File: config.mk
export PLATFORM = sky130hd
export DESIGN_NAME = min_sec_counter
export DESIGN_NICKNAME = d
export VERILOG_FILES = /design/src/rtl/min_sec_pkg.sv /design/src/rtl/bcd_mod_counter.sv /design/src/rtl/min_sec_counter.sv
export SDC_FILE = /design/constraint.sdc
export NUM_CORES = 1
export LEC_CHECK = 0
export BUFFER_PORTS_ARGS = -buffer_cell sky130_fd_sc_hd__buf_2
export CAP_MARGIN = 20
export CORE_ASPECT_RATIO = 0.8
export CORE_MARGIN = 4
export CORE_UTILIZATION = 55
export CTS_CLUSTER_DIAMETER = 150
export DETAILED_ROUTE_END_ITERATION = 10
export PLACE_DENSITY = 0.8
export SETUP_SLACK_MARGIN = 0.5
export SLEW_MARGIN = 20
export SYNTH_ARGS = -nofsm -noshare
export SYNTH_HDL_FRONTEND = slang
export SYNTH_SLANG_ARGS = --single-unit
File: constraint.sdc
create_clock -name clk_50mhz -period 4.72 [get_ports clk_50mhz]
set_input_delay 0.236 -clock clk_50mhz [delete_from_list [all_inputs] [get_ports clk_50mhz]]
set_output_delay 0.236 -clock clk_50mhz [all_outputs]
set_load 0.05 [all_outputs]
File: src/rtl/min_sec_pkg.sv
// Shared definitions for the MM:SS counter: run/stop state encoding, BCD digit width and
// the single-digit BCD increment used by the two-digit counters.
package min_sec_pkg;

  localparam int BCD_W = 4;

  typedef enum logic {
    ST_STOPPED = 1'b0,
    ST_RUNNING = 1'b1
  } state_t;

  // Next value of one BCD digit; 9 rolls to 0 and the caller handles the carry.
  function automatic logic [BCD_W-1:0] bcd_inc(input logic [BCD_W-1:0] digit);
    if (digit >= 4'd9) begin
      return '0;
    end
    return digit + 4'd1;
  endfunction

endpackage

File: src/rtl/bcd_mod_counter.sv
// Two-digit BCD counter that counts 00..MAX and wraps to 00 on the enable after MAX.
// at_max is combinational so the parent can chain a carry in the same edge.
module bcd_mod_counter
  import min_sec_pkg::*;
#(
  parameter int MAX = 59
) (
  input  logic             clk,
  input  logic             reset,
  input  logic             clr,
  input  logic             en,
  output logic [BCD_W-1:0] ones,
  output logic [BCD_W-1:0] tens,
  output logic             at_max
);

  localparam logic [BCD_W-1:0] MAX_TENS = BCD_W'(MAX / 10);
  localparam logic [BCD_W-1:0] MAX_ONES = BCD_W'(MAX % 10);

  assign at_max = (tens == MAX_TENS) && (ones == MAX_ONES);

  always_ff @(posedge clk) begin
    if (reset || clr) begin
      ones <= '0;
      tens <= '0;
    end else if (en) begin
      if (at_max) begin
        ones <= '0;
        tens <= '0;
      end else if (ones == 4'd9) begin
        ones <= '0;
        tens <= bcd_inc(tens);
      end else begin
        ones <= bcd_inc(ones);
      end
    end
  end

endmodule

File: src/rtl/min_sec_counter.sv
// MM:SS time-of-run counter driven by a 1 Hz enable on the 50 MHz clock, with run/stop,
// clear and manual adjust while stopped. Outputs four BCD digits plus a rollover pulse.
module min_sec_counter
  import min_sec_pkg::*;
#(
  parameter int SEC_MAX       = 59,
  parameter int MIN_MAX       = 59,
  parameter bit START_RUNNING = 1'b0
) (
  input  logic             clk_50mhz,
  input  logic             reset,
  input  logic             tick_1hz,
  input  logic             run_toggle,
  input  logic             clear,
  input  logic             inc_sec,
  input  logic             inc_min,
  output logic [BCD_W-1:0] sec_ones,
  output logic [BCD_W-1:0] sec_tens,
  output logic [BCD_W-1:0] min_ones,
  output logic [BCD_W-1:0] min_tens,
  output logic             running,
  output logic             wrap_tick
);

  localparam state_t RESET_STATE = START_RUNNING ? ST_RUNNING : ST_STOPPED;

  state_t state, state_next;
  logic   sec_at_max, min_at_max;
  logic   count_tick, sec_en, min_en, wrap_next;

  always_ff @(posedge clk_50mhz) begin
    if (reset) begin
      state <= RESET_STATE;
    end else begin
      state <= state_next;
    end
  end

  always_comb begin
    state_next = state;
    if (run_toggle) begin
      state_next = (state == ST_RUNNING) ? ST_STOPPED : ST_RUNNING;
    end
  end

  always_comb begin
    running = (state == ST_RUNNING);
  end

  // Enables use the pre-edge state; clear suppresses every count/adjust source.
  always_comb begin
    count_tick = (state == ST_RUNNING) && tick_1hz && !clear;
    sec_en     = count_tick || ((state == ST_STOPPED) && inc_sec && !clear);
    min_en     = (count_tick && sec_at_max) || ((state == ST_STOPPED) && inc_min && !clear);
    wrap_next  = count_tick && sec_at_max && min_at_max;
  end

  bcd_mod_counter #(.MAX(SEC_MAX)) u_sec (
    .clk    (clk_50mhz),
    .reset  (reset),
    .clr    (clear),
    .en     (sec_en),
    .ones   (sec_ones),
    .tens   (sec_tens),
    .at_max (sec_at_max)
  );

  bcd_mod_counter #(.MAX(MIN_MAX)) u_min (
    .clk    (clk_50mhz),
    .reset  (reset),
    .clr    (clear),
    .en     (min_en),
    .ones   (min_ones),
    .tens   (min_tens),
    .at_max (min_at_max)
  );

  always_ff @(posedge clk_50mhz) begin
    if (reset) begin
      wrap_tick <= 1'b0;
    end else begin
      wrap_tick <= wrap_next;
    end
  end

endmodule

==> flow_summary.json, run 1 <==
{
  "status": "finished clean",
  "grt_pass1_vias": 881,
  "dieArea_sq_um": 2760,
  "arrival_ns": 1.93,
  "finalWirelength_um": 2490,
  "final_util_pct": 66.9,
  "setup_tns_ns": 0,
  "first_pass_iters": 4,
  "ir_drop_v": 0.000173,
  "cp_max_fo": 8,
  "die_w_um": 57.7,
  "required_ns": 4.89,
  "finalMaxSlewViolations": 0,
  "yosysTopAreaCellShare_pct": 33.1,
  "synthesis.area_sq_um": 1090,
  "synth.avg_cell_area_sq_um": 8.57,
  "crit_chain": "ha_1 > nand4b_1 > o22a_1 > o311ai_0 > o21ai_0",
  "cts_tree": "built",
  "wl_per_cell_um": 14.1,
  "max_slew_margin_pct": 66.5,
  "start_util_pct": 58.1,
  "drtAntennaViolNets": 0,
  "drc": 0,
  "endpoint_kind": "flop",
  "p_total_mw": 0.265,
  "diodes": 0,
  "synthesis.nets": 146,
  "numCtsBuffers": 3,
  "ff2ff_setup_slack_ns": 2.95,
  "fp.dieH_um": 47.8,
  "p_switching_mw": 0.0707,
  "yosysWarnings": 0,
  "cts_hold_buffers": 0,
  "power.internal_mw": 0.194,
  "io_pins": 25,
  "area.growth.synth_to_final_pct": 15.2,
  "min_path_type": "in -> reg",
  "worst-path-buf-inv": 0,
  "grt_overflow_total": 0,
  "row_count": 14,
  "seq_area_frac_synth_pct": 33.1,
  "fmax_mhz": 567,
  "skew_ns": 0.00305,
  "viasPerCell": 5.89,
  "reg2regPathDepth": 5,
  "dpl_cell_area_sq_um": 1230,
  "synth_top_area_cell": "dfxtp_1",
  "leakage_nw": 0.506,
  "worst_pin_slew_ns": 0.499,
  "antenna_found_initial": 0,
  "cap_violations": 0,
  "ys.flop_type": "dfxtp_1",
  "layout_min_cycle_time_ns": 1.77,
  "min_path_cells": 2,
  "worstSetupPathType": "reg -> reg",
  "grt_max_degree": 14,
  "drt_iter0_drc": 39,
  "cts_resized": 0,
  "drive_gt1_share_pct": 19.7,
  "ys_types": 39,
  "power_density_nw_per_um2": 211,
  "htreeDepth": 1,
  "synth_seq_cells": 18,
  "clock_sinks": 18,
  "post_cts_buffers": 0,
  "sequentialPowerShare_pct": 59.5,
  "grt_util_all_layers_pct": 18.9,
  "place.gp.congestion": 0.915,
  "clk_pin_slew_ns": 0.09,
  "cts_buffer_depth": 2,
  "crit_start": "u_sec.ones[0]$_SDFFE_PP0P_",
  "slowest_stage": "dfxtp_1",
  "fillCellCount": 146,
  "power_frac_comb_pct": 12.2,
  "clkLatencyLatePin_ns": 0.29,
  "grt_pass1_wl_um": 3890,
  "dpl.hpwl_um": 1890,
  "synth_edf_count": 0,
  "core_area_sq_um": 1870,
  "critPathTopFamily": "compound AO/OA/AOI/OAI gates",
  "whs_endpoint": "running$_SDFFE_PP0P_",
  "swShare_pct": 26.7,
  "pwr-share-clk_pct": 28.3,
  "r2r-end": "u_min.ones[2]$_SDFFE_PP0P_",
  "setup_viol": 0,
  "cpPeakStageDelay_ns": 0.43,
  "numPortBuffers": 24,
  "postLayoutCellArea_sq_um": 1250,
  "rr_startpoint": "u_sec.ones[0]$_SDFFE_PP0P_",
  "vias": 1037,
  "post-route-period-util_pct": 37.4,
  "rsz0062_at_grt": "no",
  "netlist_instances": 127,
  "synthTopCellsByArea": "dfxtp_1 (33%), ha_1 (14%), inv_1 (4.8%)",
  "finalHoldViolations": 0,
  "fin_nets": 173,
  "synthArstFlopShare_pct": 0,
  "hp-start": "reset",
  "start_kind": "flop",
  "root_buffer": "clkbuf_4"
}
state kept, by name (all words and copies together), names as in the netlist:
signal / cells
u_min.tens: 4
u_sec.tens: 4
u_sec.ones: 4
u_min.ones: 4
wrap_tick: 1
running: 1
power by group through the flow:
stage	combinational, mW	clock [mW]	sequential (mW)
2_1_floorplan	0.0164	0	0.167
3_3_place_gp	0.0314	0	0.161
3_5_place_dp	0.0319	0	0.161
4_1_cts	0.0322	0.0755	0.157
5_1_grt	0.0352	0.0844	0.158
6_report	0.0323	0.0747	0.157
synthesized netlist by cell type, drive strengths merged, types with 3 or more instances:
cell type  number
dfxtp          18
inv            14
ha             12
nor2            8
a21oi           6
nand2           6
nand4b          5
o21ai           5
nand3           4
nor3            4
nand3b          3
nand4           3
o211ai          3
or3             3
layer usage:
| metal | global-route usage (%) | wire length (um) | vias to the layer above |
|---|---|---|---|
| li1 | - | - | 524 |
| met1 | 24.7 | 1140 | 474 |
| met2 | 30.6 | 1150 | 37 |
| met3 | 5.93 | 180 | 2 |
| met4 | 5.56 | 13 | 0 |
| met5 | 0 | 0 | - |
layout by cell type (no fill, tap or decap), drive strengths merged, types with 3 or more instances in the layout:
| cell | synthesis | routed |
|---|---|---|
| a21oi | 6 | 6 |
| buf | 0 | 24 |
| clkbuf | 2 | 3 |
| dfxtp | 18 | 18 |
| ha | 12 | 12 |
| inv | 14 | 14 |
| nand2 | 6 | 6 |
| nand3 | 4 | 4 |
| nand3b | 3 | 3 |
| nand4 | 3 | 3 |
| nand4b | 5 | 5 |
| nor2 | 8 | 8 |
| nor3 | 4 | 4 |
| o211ai | 3 | 3 |
| o21ai | 5 | 5 |
| or3 | 3 | 3 |
how the worst max path moves through the flow:
stage	endpoint	slack (ns)	cells past startpoint
after floorplan	u_min.tens[2]$_SDFFE_PP0P_	2.77	5
after global placement	u_min.tens[2]$_SDFFE_PP0P_	3.01	5
after detailed placement	u_min.ones[2]$_SDFFE_PP0P_	3.00	5
after CTS	u_min.ones[2]$_SDFFE_PP0P_	2.97	5
after global routing	u_min.ones[2]$_SDFFE_PP0P_	2.70	5
final	u_min.ones[2]$_SDFFE_PP0P_	2.95	5
cells by family (layout without fill, tap and decap cells):
| group | count (synthesis) | count (layout) | share of synthesized area, % |
|---|---|---|---|
| fa+ha+maj | 12 | 12 | 13.8 |
| compound gates | 31 | 31 | 19.7 |
| flops | 18 | 18 | 33.1 |
| buf+inv | 16 | 41 | 5.52 |
| mux | 1 | 1 | 0.920 |
| simple gates | 46 | 46 | 24.6 |
| xor+xnor | 3 | 3 | 2.41 |
area by class of cell:
cell class	count	area (sq um)	area share, %
clock buffers	3	22.5	1.80
inverters	14	52.6	4.19
multi-input cells	93	668	53.3
repair buffers	24	120	9.58
well taps	24	30.0	2.40
flip-flops and latches	18	360	28.7
per-stage QoR:
step | worst slack, ns | hold slack [ns] | cells
floorplan | 2.77 | 0.308 | 127
global placement | 3.01 | 0.419 | 173
detailed placement | 3.00 | 0.433 | 173
CTS | 2.97 | 0.116 | 176
global route | 2.70 | 0.0985 | 176
finish | 2.95 | 0.115 | 176
No activity file was read; power rests on OpenSTA's default activity.
==> inputs of run 2 (changes only) <==
--- a/config.mk
+++ b/config.mk
@@ -5,14 +5,15 @@
 export SDC_FILE = /design/constraint.sdc
 export NUM_CORES = 1
 export LEC_CHECK = 0
+export ABC_AREA = 1
 export BUFFER_PORTS_ARGS = -buffer_cell sky130_fd_sc_hd__buf_2
 export CAP_MARGIN = 20
 export CORE_ASPECT_RATIO = 0.8
 export CORE_MARGIN = 4
-export CORE_UTILIZATION = 55
+export CORE_UTILIZATION = 53
 export CTS_CLUSTER_DIAMETER = 150
 export DETAILED_ROUTE_END_ITERATION = 10
-export PLACE_DENSITY = 0.8
+export PLACE_DENSITY = 0.77
 export SETUP_SLACK_MARGIN = 0.5
 export SLEW_MARGIN = 20
 export SYNTH_ARGS = -nofsm -noshare
==> constraint.sdc (replaced) <==
create_clock -name clk_50mhz -period 1.7 [get_ports clk_50mhz]
set_input_delay 0.085 -clock clk_50mhz [delete_from_list [all_inputs] [get_ports clk_50mhz]]
set_output_delay 0.085 -clock clk_50mhz [all_outputs]
set_load 0.05 [all_outputs]
==> flow_summary.json, run 2 <==
{
  "start_kind": "flop",
  "final_common_cell": "nand2_1",
  "root_buffer": "clkbuf_4",
  "cap_violations": 0,
  "clk_pin_slew_ns": 0.10,
  "ys.flop_type": "dfxtp_1",
  "reg2regPathDepth": 10,
  "netlist_instances": 158,
  "grt_util_all_layers_pct": 19.1,
  "fmax_mhz": 759,
  "core_area_sq_um": 1940,
  "synthesis.area_sq_um": 1120,
  "layout_min_cycle_time_ns": 1.32,
  "synth_common_cells": "nand2_1 (35), inv_1 (20), dfxtp_1 (18)",
  "grt_pass1_vias": 1081,
  "finalMaxSlewViolations": 0,
  "drt_iter0_drc": 96,
  "rsz0062_at_grt": "yes",
  "finalHoldViolations": 0,
  "row_count": 14,
  "critPathTopFamily": "simple AND/OR/NAND/NOR gates",
  "seq_area_frac_synth_pct": 32.1,
  "dieArea_sq_um": 2920,
  "setup_viol": 0,
  "leakage_nw": 0.700,
  "viasPerCell": 5.36,
  "numCtsBuffers": 3,
  "hp-start": "run_toggle",
  "arrival_ns": 1.55,
  "min_path_cells": 3,
  "synth.avg_cell_area_sq_um": 7.10,
  "clkLatencyLatePin_ns": 0.30,
  "worst-path-buf-inv": 2,
  "dpl.hpwl_um": 1780,
  "regArea_sq_um": 395,
  "r2r-end": "u_sec.tens[1]$_SDFFE_PP0P_",
  "cts_buffer_depth": 2,
  "first_pass_iters": 4,
  "slowest_stage": "dfxtp_4",
  "yosysWarnings": 0,
  "power_density_nw_per_um2": 497,
  "drive_gt1_share_pct": 45.4,
  "required_ns": 1.93,
  "max_slew_margin_pct": 73.0,
  "endpoint_kind": "flop",
  "grt_pass1_wl_um": 4480,
  "ff2ff_setup_slack_ns": 0.38,
  "synthesis.nets": 177,
  "clock_sinks": 18,
  "io_pins": 25,
  "vias": 1180,
  "synth_top_area_cell": "dfxtp_1",
  "area.growth.synth_to_final_pct": 35.6,
  "synth_edf_count": 0,
  "p_total_mw": 0.756,
  "start_util_pct": 57.7,
  "dpl_cell_area_sq_um": 1330,
  "fp.dieH_um": 49.2,
  "min_path_type": "in -> reg",
  "fin_nets": 216,
  "crit_chain": "inv_4 > ha_4 > nand2_4 > nor2_4 > buf_4 > nand2_1 > nand2_2 > nor2_2 > nand2_1 > a21oi_2",
  "drc": 0,
  "yosysTopAreaCellShare_pct": 32.1,
  "synthTopCellsByArea": "dfxtp_1 (32%), ha_1 (13%), nand2_1 (12%)",
  "postLayoutCellArea_sq_um": 1520,
  "antenna_found_initial": 0,
  "finalWirelength_um": 2770,
  "dp_slack_ns": 0.259,
  "die_w_um": 59.5,
  "ys_types": 18,
  "crit_top_cell": "nand2_1",
  "multi_input_area_sq_um": 782,
  "post-route-period-util_pct": 77.5,
  "wl_per_cell_um": 12.6,
  "worstSetupPathType": "reg -> reg",
  "setup_ws_ns": 0.382,
  "status": "finished clean",
  "grt_overflow_total": 0,
  "diodes": 0,
  "synthArstFlopShare_pct": 0,
  "worst_pin_slew_ns": 0.404,
  "rr_startpoint": "u_sec.ones[1]$_SDFFE_PP0P_",
  "ir_drop_v": 0.000473,
  "cp_max_fo": 4,
  "yosysMostFrequentCell": "nand2_1",
  "place.gp.congestion": 0.793,
  "drtAntennaViolNets": 0,
  "htreeDepth": 1,
  "grt_max_degree": 11,
  "cts_tree": "built",
  "synth_seq_cells": 18,
  "fillCellCount": 141,
  "numPortBuffers": 24,
  "skew_ns": 0.00625,
  "setup_tns_ns": 0,
  "final_cell_mix": "nand2_1 (30), buf_2 (23), nand3_1 (14)",
  "whs_endpoint": "running$_SDFFE_PP0P_",
  "cpPeakStageDelay_ns": 0.37
}
## run 2: where the power goes
group / switching (mW) / leakage, nW / internal, mW
Clock: 0.133 / 0.0154 / 0.0856
Sequential: 0.0100 / 0.154 / 0.420
Combinational: 0.0739 / 0.530 / 0.0340
Total: 0.217 / 0.700 / 0.539
## run 2: cell type report
type                            count  area share (%)
Timing Repair Buffer               34            13.2
Clock inverter                      1           0.247
Tap cell                           24            1.97
Multi-Input combinational cell    118            51.4
Clock buffer                        3            1.48
Sequential cell                    18            26.0
Inverter                           22            5.76
## run 2: kinds of logic after synthesis
logic type                 synth area share (%)
and+or+nand+nor                            34.9
adders and majority gates                  13.4
buffers and inverters                      8.36
xor gates and xnor gates                   2.34
AOI/OAI and AO/OA                          8.92
DFF                                        32.1
## run 2: timing repair
item / 4_1_cts / 5_1_grt
pin swaps: 12 / 7
buffers inserted: 5 / 4
gates cloned: 1 / 0
resized for setup: 12 / 13
hold buffers: 1 / 0
setup endpoints to repair: 18 / 17
hold endpoints to repair: 2 / 0
## run 2: how the worst max path moves through the flow
| stage | startpoint | to | cells past startpoint |
|---|---|---|---|
| floorplan | u_min.ones[0]$_SDFFE_PP0P_ | u_min.tens[2]$_SDFFE_PP0P_ | 8 |
| global placement | u_sec.tens[1]$_SDFFE_PP0P_ | u_min.tens[0]$_SDFFE_PP0P_ | 9 |
| detailed placement | u_sec.tens[1]$_SDFFE_PP0P_ | u_min.tens[0]$_SDFFE_PP0P_ | 9 |
| CTS | u_sec.ones[1]$_SDFFE_PP0P_ | u_min.tens[0]$_SDFFE_PP0P_ | 10 |
| global route | u_sec.ones[1]$_SDFFE_PP0P_ | u_min.tens[0]$_SDFFE_PP0P_ | 10 |
| finish | u_sec.ones[1]$_SDFFE_PP0P_ | u_sec.tens[1]$_SDFFE_PP0P_ | 10 |
## run 2: metrics by stage
stage	instances	util (%)	hold WS, ns
after floorplan	158	-	0.150
after global placement	205	68.2	0.288
after detailed placement	205	68.2	0.284
after CTS	216	74.3	0.0193
after global routing	220	78.2	0.0492
final	220	78.2	0.0226
## run 2: metal layers
layer	vias to the layer above	global-route usage, %	part of all wire [%]
met5	-	0	0
met4	0	3.02	0.97
met3	4	4.76	5.7
met2	41	32.5	49
met1	546	24.2	44
li1	589	-	-
## run 2: worst min-delay path: stages
cell	delay [ns]
buf_2	0.08
xnor2_1	0.05
nor2_1	0.07
==> inputs of run 3 (changes only) <==
--- a/config.mk
+++ b/config.mk
@@ -10,10 +10,10 @@
 export CAP_MARGIN = 20
 export CORE_ASPECT_RATIO = 0.8
 export CORE_MARGIN = 4
-export CORE_UTILIZATION = 53
+export CORE_UTILIZATION = 47
 export CTS_CLUSTER_DIAMETER = 150
 export DETAILED_ROUTE_END_ITERATION = 10
-export PLACE_DENSITY = 0.77
+export PLACE_DENSITY = 0.73
 export SETUP_SLACK_MARGIN = 0.5
 export SLEW_MARGIN = 20
 export SYNTH_ARGS = -nofsm -noshare
==> constraint.sdc (replaced) <==
create_clock -name clk_50mhz -period 1.1 [get_ports clk_50mhz]
set_input_delay 0.055 -clock clk_50mhz [delete_from_list [all_inputs] [get_ports clk_50mhz]]
set_output_delay 0.055 -clock clk_50mhz [all_outputs]
set_load 0.05 [all_outputs]
==> flow_summary.json, run 3 <==
{
  "synth_seq_cells": 18,
  "yosysWarnings": 0,
  "synth_top_area_cell": "dfxtp_1",
  "synthesis.nets": 177,
  "netlist_instances": 158,
  "grt_max_degree": 11,
  "row_count": 15,
  "place.gp.congestion": 0.841,
  "numCtsBuffers": 3,
  "die_w_um": 62.6,
  "antenna_found_initial": 0,
  "root_buffer": "clkbuf_4",
  "ys.flop_type": "dfxtp_1",
  "dpl_cell_area_sq_um": 1530,
  "tool.error": "[ERROR DPL-0033] detailed placement checks failed during check placement.",
  "start_util_pct": 50.7,
  "seq_area_frac_synth_pct": 32.1,
  "synthesis.area_sq_um": 1120,
  "yosysMostFrequentCell": "nand2_1",
  "numPortBuffers": 24,
  "synth_edf_count": 0,
  "synthArstFlopShare_pct": 0,
  "place_inst": 232,
  "synth_common_cells": "nand2_1 (35), inv_1 (20), dfxtp_1 (18)",
  "synth.avg_cell_area_sq_um": 7.10,
  "cts_buffer_depth": 2,
  "htreeDepth": 1,
  "io_pins": 25,
  "ys_types": 18,
  "clock_sinks": 18,
  "synthTopCellsByArea": "dfxtp_1 (32%), ha_1 (13%), nand2_1 (12%)",
  "endpoint_type": "register input",
  "yosysTopAreaCellShare_pct": 32.1,
  "worst_endpoint": "u_min.tens[2]$_SDFFE_PP0P_/D",
  "dpl.hpwl_um": 2250,
  "haltStage": "global routing (5_1_grt)",
  "status": "aborted with a tool error",
  "fp.dieH_um": 51.7
}
==> run 3: kinds of logic after synthesis <==
logic type	Yosys count	share of synthesized area, %
buffers and inverters	23	8.36
AND/OR/NAND/NOR	82	34.9
flip-flops	18	32.1
XOR/XNOR	3	2.34
adder cells (fa/ha/maj)	12	13.4
AO/OA/AOI/OAI	20	8.92
==> run 3: repair_timing <==
action                     4_1_cts
hold buffers                     1
hold endpoints to repair         2
buffers inserted                 6
cloned                           1
pin swaps                       19
setup endpoints to repair       36
gates resized for setup         91
==> run 3: stage by stage <==
step / util, % / worst slack, ns / hold WS (ns)
2_1_floorplan: - / -0.281 / 0.118
3_3_place_gp: 69.0 / -0.242 / 0.260
3_5_place_dp: 69.0 / -0.348 / 0.260
4_1_cts: 86.8 / -0.198 / 0.0304
==> inputs of run 4 (changes only) <==
--- a/config.mk
+++ b/config.mk
@@ -8,13 +8,10 @@
 export ABC_AREA = 1
 export BUFFER_PORTS_ARGS = -buffer_cell sky130_fd_sc_hd__buf_2
 export CAP_MARGIN = 20
-export CORE_ASPECT_RATIO = 0.8
-export CORE_MARGIN = 4
-export CORE_UTILIZATION = 47
-export CTS_CLUSTER_DIAMETER = 150
+export CORE_AREA = 4 4 65 67
 export DETAILED_ROUTE_END_ITERATION = 10
-export PLACE_DENSITY = 0.73
-export SETUP_SLACK_MARGIN = 0.5
+export DIE_AREA = 0 0 69 71
+export PLACE_DENSITY_LB_ADDON = 0.15
 export SLEW_MARGIN = 20
 export SYNTH_ARGS = -nofsm -noshare
 export SYNTH_HDL_FRONTEND = slang
==> constraint.sdc (replaced) <==
create_clock -name clk_50mhz -period 1.4 [get_ports clk_50mhz]
set_input_delay 0.07 -clock clk_50mhz [delete_from_list [all_inputs] [get_ports clk_50mhz]]
set_output_delay 0.07 -clock clk_50mhz [all_outputs]
set_load 0.05 [all_outputs]
==> flow_summary.json, run 4 (same netlist as run 2, synthesis figures left out) <==
{
  "reg2regPathDepth": 9,
  "diodes": 0,
  "final_cell_mix": "nand2_1 (35), buf_2 (24), nand3_1 (17)",
  "io_pins": 25,
  "finalHoldViolations": 0,
  "rsz0062_at_grt": "yes",
  "vias": 1102,
  "area.growth.synth_to_final_pct": 31.3,
  "layout_min_cycle_time_ns": 1.36,
  "drt_iter0_drc": 37,
  "numPortBuffers": 24,
  "routed-wl-met3_um": 82,
  "cp_max_fo": 6,
  "numCtsBuffers": 3,
  "dpl_cell_area_sq_um": 1380,
  "dr_wl_met2_um": 1350,
  "worstSetupPathType": "reg -> reg",
  "rr_startpoint": "u_sec.tens[1]$_SDFFE_PP0P_",
  "first_pass_iters": 4,
  "required_ns": 1.55,
  "fin_nets": 212,
  "drc": 0,
  "topRoutingLayerUsed": "met4",
  "die_w_um": 69,
  "wl_per_cell_um": 10.9,
  "grt_max_degree": 13,
  "grt_util_all_layers_pct": 10.8,
  "start_util_pct": 30.9,
  "row_count": 22,
  "slowest_stage": "dfxtp_4",
  "wl_met1_um": 1160,
  "grt_overflow_total": 0,
  "cap_violations": 0,
  "root_buffer": "clkbuf_8",
  "critPathTopFamily": "simple AND/OR/NAND/NOR gates",
  "start_kind": "flop",
  "viasPerCell": 4.59,
  "fmax_mhz": 735,
  "arrival_ns": 1.51,
  "crit_chain": "inv_1 > ha_1 > inv_1 > nor2_4 > nand3_4 > nand2_4 > nand2_1 > a21oi_1 > nor2_1",
  "place.gp.congestion": 0.837,
  "antenna_found_initial": 0,
  "min_path_type": "in -> reg",
  "ff2ff_setup_slack_ns": 0.04,
  "crit_start": "u_sec.tens[1]$_SDFFE_PP0P_",
  "setup_viol": 0,
  "cpPeakStageDelay_ns": 0.34,
  "core_area_sq_um": 3630,
  "grt_pass1_vias": 1045,
  "htreeDepth": 1,
  "finalMaxSlewViolations": 0,
  "fp.dieH_um": 71,
  "skew_ns": 0.00609,
  "leakage_nw": 0.641,
  "endpoint_kind": "flop",
  "grt_pass1_wl_um": 4430,
  "drive_gt1_share_pct": 37.0,
  "final_common_cell": "nand2_1",
  "post-route-period-util_pct": 97.2,
  "r2r-end": "u_min.tens[0]$_SDFFE_PP0P_",
  "setup_tns_ns": 0,
  "dpl.hpwl_um": 1970,
  "worst-path-buf-inv": 2,
  "clk_pin_slew_ns": 0.07,
  "worst_pin_slew_ns": 0.313,
  "clock_sinks": 18,
  "cts_buffer_depth": 2,
  "drtAntennaViolNets": 0,
  "finalWirelength_um": 2610,
  "ir_drop_v": 0.000674,
  "power_density_nw_per_um2": 698,
  "final_util_pct": 40.6,
  "clkLatencyLatePin_ns": 0.25,
  "postLayoutCellArea_sq_um": 1470,
  "cts_tree": "built",
  "crit_cells": 9,
  "max_slew_margin_pct": 79.1,
  "crit_top_cell": "inv_1",
  "status": "finished clean",
  "dieArea_sq_um": 4900,
  "crit_end": "u_min.tens[0]$_SDFFE_PP0P_"
}
[run 4: worst min path at each step]
stage,end,from,cells after the start
detailed placement,running$_SDFFE_PP0P_,reset,2
finish,running$_SDFFE_PP0P_,reset,2
global route,running$_SDFFE_PP0P_,reset,2
CTS,running$_SDFFE_PP0P_,reset,2
global placement,running$_SDFFE_PP0P_,reset,2
floorplan,running$_SDFFE_PP0P_,reset,1
[run 4: worst register-to-register path: cells and delay by family, from the launching register on]
| family | cells | cell delay [ns] |
|---|---|---|
| AO/OA/AOI/OAI | 1 | 0.12 |
| adder cells (fa/ha/maj) | 1 | 0.15 |
| buffers and inverters | 2 | 0.16 |
| flip-flops | 1 | 0.34 |
| AND/OR/NAND/NOR | 5 | 0.50 |
[run 4: cell type report]
| cell class | count | area (sq um) |
|---|---|---|
| clock buffers | 4 | 45.0 |
| fillers | 406 | 2160 |
| inverters | 22 | 85.1 |
| multi-input cells | 118 | 727 |
| flip-flops and latches | 18 | 392 |
| well taps | 48 | 60.1 |
| repair buffers | 30 | 165 |
[run 4: report_power, final]
group	total [mW]	leakage [nW]	switching, mW	internal, mW
clock network	0.380	0.0228	0.178	0.202
registers	0.523	0.154	0.0113	0.512
logic	0.125	0.464	0.0863	0.0389
[run 4: metrics by stage]
step	cells	hold WS [ns]	setup WS, ns	total power, mW
2_1_floorplan	158	0.135	0.00144	0.620
3_3_place_gp	234	0.269	0.0270	0.652
3_5_place_dp	234	0.280	-0.0149	0.653
4_1_cts	238	0.00654	0.0213	1.04
5_1_grt	240	0.0218	-0.102	1.08
6_report	240	0.00825	0.0388	1.03
[run 4: per-layer routing]
metal	up-vias	global-route usage, %
li1	576	-
met1	507	12.0
met2	17	20.0
met3	2	3.27
met4	0	2.60
met5	-	0
[run 4: repair_timing]
item / CTS / global route
gates cloned: 0 / 1
pin swaps: 0 / 4
hold buffers: 0 / 0
gates resized for setup: 1 / 11
setup endpoints to repair: 5 / 13
buffers inserted: 0 / 1
